===== src/rtl/pc_redirect_ctrl.sv =====
`default_nettype none
// ============================================================================
// Module   : pc_redirect_ctrl
// Brief    : Fetch-stage PC sequencing. Selects between exception redirect,
//            branch redirect (held across stalls) and PC+4 advance. Issues
//            bounded outstanding fetches and drops returns from flushed paths.
// Revision : 1.0 - initial release
// ============================================================================
module pc_redirect_ctrl #(
  parameter int MAX_OUTSTANDING = 2,
  parameter int CNT_W           = 2
) (
  input  logic        clk,
  input  logic        rst_n,
  input  logic        pipe_stall,
  input  logic        exc_req,
  input  logic [31:0] exc_pc,
  input  logic        br_req,
  input  logic [31:0] br_target,
  output logic        fetch_req,
  input  logic        fetch_ack,
  input  logic        fetch_rvalid,
  output logic        inst_valid,
  output logic        pc_wen,
  output logic        PC_exc_sel,
  output logic        PC_target_sel,
  output logic [31:0] PC_exc_o,
  output logic [31:0] PC_target_o,
  output logic        busy
);

  localparam logic [CNT_W-1:0] c_MAX_OUT = CNT_W'(MAX_OUTSTANDING);
  localparam logic [CNT_W-1:0] c_ZERO    = '0;
  localparam logic [CNT_W-1:0] c_ONE     = CNT_W'(1);

  logic [CNT_W-1:0] r_out_cnt;
  logic [CNT_W-1:0] r_disc_cnt;
  logic             r_pend_valid;
  logic [31:0]      r_pend_pc;

  logic             w_exc_apply;
  logic             w_br_valid;
  logic [31:0]      w_br_src;
  logic             w_br_apply;
  logic             w_redirect;
  logic             w_room;
  logic             w_accept;
  logic             w_out_nz;
  logic             w_ret;
  logic [CNT_W-1:0] w_accept_inc;
  logic [CNT_W-1:0] w_ret_dec;

  // Redirect arbitration: exception first, then a live or held branch.
  // Every output is gated by rst_n so the block is quiet while in reset.
  always_comb begin
    w_exc_apply  = rst_n & exc_req;
    w_br_valid   = br_req | r_pend_valid;
    w_br_src     = br_req ? br_target : r_pend_pc;
    w_br_apply   = rst_n & w_br_valid & ~pipe_stall & ~exc_req;
    w_redirect   = w_exc_apply | w_br_apply;
    w_room       = (r_out_cnt < c_MAX_OUT);
    w_out_nz     = (r_out_cnt != c_ZERO);
    w_ret        = fetch_rvalid & w_out_nz;

    fetch_req    = rst_n & ~pipe_stall & ~w_redirect & w_room;
    w_accept     = fetch_req & fetch_ack;
    w_accept_inc = w_accept ? c_ONE : c_ZERO;
    w_ret_dec    = w_ret ? c_ONE : c_ZERO;

    pc_wen        = w_redirect | w_accept;
    PC_exc_sel    = w_exc_apply;
    PC_target_sel = w_br_apply;
    PC_exc_o      = rst_n ? exc_pc : 32'h0;
    PC_target_o   = rst_n ? w_br_src : 32'h0;
    // A return with nothing outstanding is a protocol error and is never live.
    inst_valid    = rst_n & w_ret & (r_disc_cnt == c_ZERO);
    busy          = rst_n & (w_out_nz | r_pend_valid);
  end

  // Outstanding/discard bookkeeping and the held branch redirect.
  always_ff @(posedge clk) begin
    if (!rst_n) begin
      r_out_cnt    <= c_ZERO;
      r_disc_cnt   <= c_ZERO;
      r_pend_valid <= 1'b0;
      r_pend_pc    <= 32'h0;
    end else begin
      r_out_cnt <= r_out_cnt + w_accept_inc - w_ret_dec;

      // On a redirect everything still in flight (minus this cycle's return,
      // which was already judged against the old discard count) is stale.
      if (w_redirect) begin
        r_disc_cnt <= r_out_cnt - w_ret_dec;
      end else if (fetch_rvalid && (r_disc_cnt != c_ZERO)) begin
        r_disc_cnt <= r_disc_cnt - c_ONE;
      end

      // A redirect consumes the pending branch; an unapplied branch is held,
      // newer requests overwriting older ones.
      if (w_redirect) begin
        r_pend_valid <= 1'b0;
      end else if (br_req) begin
        r_pend_valid <= 1'b1;
        r_pend_pc    <= br_target;
      end
    end
  end

endmodule
`default_nettype wire

===== config.mk =====
export PLATFORM = sky130hd
export DESIGN_NAME = pc_redirect_ctrl
export DESIGN_NICKNAME = d
export VERILOG_FILES = /design/src/rtl/pc_redirect_ctrl.sv
export SDC_FILE = /design/constraint.sdc
export NUM_CORES = 1
export LEC_CHECK = 0
export ABC_AREA = 1
export BUFFER_PORTS_ARGS = -buffer_cell sky130_fd_sc_hd__buf_2
export CAP_MARGIN = 5
export CORE_AREA = 2 2 81 83
export CTS_BUF_LIST = sky130_fd_sc_hd__clkbuf_16
export CTS_CLUSTER_DIAMETER = 50
export CTS_CLUSTER_SIZE = 12
export DETAILED_ROUTE_END_ITERATION = 6
export DIE_AREA = 0 0 83 85
export PLACE_DENSITY = 0.72
export SYNTH_ARGS = -nofsm -noshare
export SYNTH_HDL_FRONTEND = slang
export SYNTH_SLANG_ARGS = --single-unit

===== constraint.sdc =====
create_clock -name clk -period 2.1 [get_ports clk]
set_clock_uncertainty 0.15 [all_clocks]
set_input_delay 0.21 -clock clk [delete_from_list [all_inputs] [get_ports clk]]
set_output_delay 0.21 -clock clk [all_outputs]
set_load 0.03 [all_outputs]

Word level (Yosys, flattened, before mapping)
Index checks and enable logic that the tools add are counted.
Storage, ports and cells
  input bits: 71
  word-level logic and storage cells: 42
  flip-flop bits (word level): 37
  output and inout port bits: 70
Operators by class
  reductions and logical operators: 6
  order comparisons: 1
  multiplexer cells: 7
  $add $sub $neg: 4
  bitwise logic cells: 20
Operator list (count)
  $mux W32: 3
  $and A1 B1 Y1: 12
  $reduce_bool A2 Y1: 3
  $mux W2: 2
  $not A1 Y1: 4
  $or A1 B1 Y1: 4
  $sub A2 B1 Y2: 2
  $add A2 B1 Y2: 1
  $logic_not A2 Y1: 1
  $lt A2 B2 Y1 const B: 1
  $mux W1: 2
  $reduce_or A2 Y1: 1
  $sub A2 B1 Y2 const B: 1
  $logic_and A1 B1 Y1: 1

Logic depth before layout (Yosys ltp)
  word-level depth: 12
  depth in mapped cells: 14
  gate-level depth less buffers: 13

Worst setup path after synthesis
Ideal clock, no wire load.
  path kind: input to register
  from: input br_req
  to: register r_out_cnt[1]
  setup time: 0.113 ns
  data arrival time: 2.254 ns
  setup slack: -0.417 ns
  buffers on the path: 1
  data required time: 1.837 ns
  cell stages on the path: 14
  cell sequence: buf_6 -> inv_4 -> nand2_1 -> nand2_2 -> nand2_4 -> nor3_1 -> nand2_1 -> ha_1 -> inv_1 -> ha_1 -> xnor2_1 -> nand2_1 -> nand2_1 -> nor2_1
On the way
  word-level cells in the longest chain between the ends: 12
Ends and longest elaborated chain
  start: declaration: line 18  | input logic br_req,
  $or A1 B1 Y1: line 57  | w_br_valid = br_req | r_pend_valid;
  $and A1 B1 Y1 (3 in series): line 59  | w_br_apply = rst_n & w_br_valid & ~pipe_stall & ~exc_req;
  $or A1 B1 Y1: line 60  | w_redirect = w_exc_apply | w_br_apply;
  $not A1 Y1: line 65  | fetch_req = rst_n & ~pipe_stall & ~w_redirect & w_room;
  $and A1 B1 Y1 (2 in series): line 65
  net fetch_req: line 20  | output logic fetch_req,
  $and A1 B1 Y1: line 66  | w_accept = fetch_req & fetch_ack;
  $mux W1: line 67  | w_accept_inc = w_accept ? c_ONE : c_ZERO;
  $add A2 B1 Y2: line 88  | r_out_cnt <= r_out_cnt + w_accept_inc - w_ret_dec;
  $sub A2 B1 Y2: line 88
  end signal: assignment: line 83  | r_out_cnt <= c_ZERO;
  end signal: assignment: line 88
  end: declaration: line 36  | logic [CNT_W-1:0] r_out_cnt;
The timed path passes the listed nets, and every way through them passes these cells.
A chain may end at the register's enable or synchronous reset.

Worst setup path in the final report
  from: register r_pend_valid
  to: register r_out_cnt[1]
On the way
  word-level cells in the longest chain between the ends: 12
Ends and longest elaborated chain
  start: declaration: line 38  | logic r_pend_valid;
  start signal: assignment: line 85  | r_pend_valid <= 1'b0;
  start signal: assignment: line 101  | r_pend_valid <= 1'b0;
  start signal: assignment: line 103  | r_pend_valid <= 1'b1;
  $or A1 B1 Y1: line 57
  $and A1 B1 Y1 (3 in series): line 59
  $or A1 B1 Y1: line 60
  $not A1 Y1: line 65
  $and A1 B1 Y1 (2 in series): line 65
  $and A1 B1 Y1: line 66
  $mux W1: line 67
  $add A2 B1 Y2: line 88
  $sub A2 B1 Y2: line 88
No other way between the ends.

==> flow_summary.toml <==
[outcome]
status = "completed"

[placement]
port_buffers = 140
dpl_worst_slack_ns = 0.0990
hpwl_mm = 4.64
gp_congestion = 0.813

[timing]
setup_viol = 0
worst_slack_ns = 0.192
period_share_pct = 90.8
tightest_slew_ns = 0.394
fin_crit_ns = 1.91
setup-tns-final_ns = 0
timing.slew.headroom_pct = 73.7
grt_setup_unrepaired = "false"
clock.fmax_mhz = 524
drv_slew = 0
finalHoldViolCount = 0

[floorplanning]
die_h_um = 85
core_area_um2 = 6200
die_w_um = 83
io_pins = 141
rows = 29
start_util_pct = 38.4
dieArea_um2 = 7060

[clock_network]
numCtsBuffers = 5
ctsResizeCount = 0
clock-root-buffer = "clkbuf_16"
cts.clk_slew.worst_paths_ns = 0.06
holdBufCountCts = 0
post_cts_buffers = 0
clk_latency_ns = 0.28
clk_path_buf_depth = 2
cts_tree = "built"
htreeDepth = 2
clock_sinks = 37

[synthesis]
synth_top_area_share_pct = 31.1
ys_ff_latch = 37
avgSynthCellArea_um2 = 5.86
synthArstFlopShare_pct = 0
synth_cell_types = 27
syn-cell-area_um2 = 2380
synth_top_cell_by_area = "dfxtp_1"
seq_area_frac_synth_pct = 31.1
synth_nets = 482
syn-instance-count = 407
synth-main-ff-cell = "dfxtp_1"
synth.area.top_cells = "dfxtp_1 (31%), nand2_1 (23%), nor2_1 (11%), inv_1 (7.1%), a21oi_1 (6.7%)"
synth-edff-count = 0
yosysWarnings = 0
yosysMostFrequentCell = "nand2_1"
synth_common_cells = "nand2_1 (144), nor2_1 (68), inv_1 (45), dfxtp_1 (37), a21oi_1 (32)"

[setup_path]
worstReg2RegStart = "r_pend_valid$_SDFFE_PP0P_"
startpoint = "r_pend_valid$_SDFFE_PP0P_"
worstSetupPathType = "flop to flop"
worstSetupStartpointType = "flop"
cp_max_fo = 2
required_ns = 2.12
worst_ep_arrival_time_ns = 1.93
endpoint_kind = "flop"

[power]
seq_power_share_pct = 33.9
power_frac_comb_pct = 32.2
internal_power_uw = 1620
swShare_pct = 34.5
leakage_uw = 0.00209
power_density_nw_per_um2 = 758
finalPower_uw = 2470
p_switching_uw = 853
irDropWorstVdd_v = 0.000396
clkPwrFrac_pct = 33.8

[global_routing]
grt_usage_pct = 18.4
grt_max_degree = 45
antenna_found_initial = 0
grt_pass1_wl_mm = 11.1
grt_pass1_vias = 2605
overflow = 0

[route]
wire_per_inst_um = 10.5
drt-vias-per-instance = 4.58
drtIter0Drc = 83
dr.pass1.iters = 4
drc = 0
wl_mm = 6.48
ant_nets = 0
vias = 2817

[final_layout]
area_delta_synth_final_pct = 36.8
post_route_cells_drive_above_1_share_pct = 30.9
fin_nets = 612
diodes = 0

[worst_hold_path]
hp-start = "rst_n"
holdCritPathClass = "primary input to flop"

[flow_run]
cap_violations = 0
==> cell families after synthesis <==
| kind of cell | synth area share [%] |
|---|---|
| AND/OR/NAND/NOR | 37.4 |
| buffers and inverters | 14.1 |
| AO/OA/AOI/OAI | 14.6 |
| flip-flops | 31.1 |
| adder cells (fa/ha/maj) | 2.10 |
| XOR/XNOR | 0.735 |
==> critical path: stages, from the launching register on <==
cell,delay (ns)
dfxtp_1,0.32
inv_1,0.07
nand2_1,0.07
nand2_2,0.10
nand2_4,0.06
nor3_4,0.12
nand2_1,0.08
ha_1,0.27
inv_1,0.04
ha_1,0.18
xnor2_1,0.17
nand2_1,0.08
nand2_1,0.06
nor2_1,0.04
==> per-stage QoR <==
| stage | area [um2] | utilization [%] | hold WS, ns | std cells |
|---|---|---|---|---|
| after global placement | 3090 | 49.8 | 0.313 | 607 |
| after floorplan | 2390 | - | 0.305 | 407 |
| final | 3260 | 52.6 | 0.107 | 615 |
| after CTS | 3260 | 52.6 | 0.101 | 615 |
| after global routing | 3260 | 52.6 | 0.130 | 615 |
| after detailed placement | 3090 | 49.8 | 0.322 | 607 |
==> power by group through the flow <==
| stage | combinational [uW] | clock (uW) | sequential, uW |
|---|---|---|---|
| after floorplan | 596 | 0 | 841 |
| after global placement | 787 | 0 | 849 |
| after detailed placement | 802 | 0 | 853 |
| after CTS | 805 | 861 | 838 |
| after global routing | 895 | 886 | 850 |
| final | 797 | 836 | 839 |
==> placed cells by master (no fill, tap or decap), drive strengths merged <==
master	instances
xor2	1
xnor2	1
clkinv	1
a31oi	1
o31ai	1
buf	147
inv	49
nor2	72
nor3	2
clkbuf	5
ha	4
nand3	2
nand2	147
a21oi	33
bufinv	1
o21ai	33
nand3b	1
dfxtp	37
==> path summary, 6_finish.rpt <==
kind                                      to  slack, ns  cells past startpoint
setup / recovery     r_out_cnt[1]$_SDFF_PN0_       0.19                     13
hold / removal       r_out_cnt[0]$_SDFF_PN0_       0.11                      3
setup reg to reg     r_out_cnt[1]$_SDFF_PN0_       0.19                     13
hold reg to reg   r_pend_pc[10]$_SDFFE_PN0P_       0.33                      2
==> metal layers <==
| metal | up-vias | routed length (um) | global-route usage [%] |
|---|---|---|---|
| li1 | 1498 | - | - |
| met3 | 6 | 411 | 4.67 |
| met2 | 90 | 3040 | 32.9 |
| met5 | - | 0 | 0 |
| met1 | 1223 | 2990 | 22.1 |
| met4 | 0 | 46 | 4.62 |
==> state kept, by name, summed over array words and instances, names as in the netlist <==
register / cells
r_disc_cnt: 2
r_pend_valid: 1
r_out_cnt: 2
r_pend_pc: 32
==> area by class of cell <==
class,count,area [um2]
Timing Repair Buffer,147,753
Clock inverter,3,42.5
Fill cell,667,2940
Multi-Input combinational cell,298,1320
Inverter,48,185
Sequential cell,37,741
Clock buffer,5,125
Tap cell,77,96.3
Note: power is estimated with default switching activity, not from simulation.
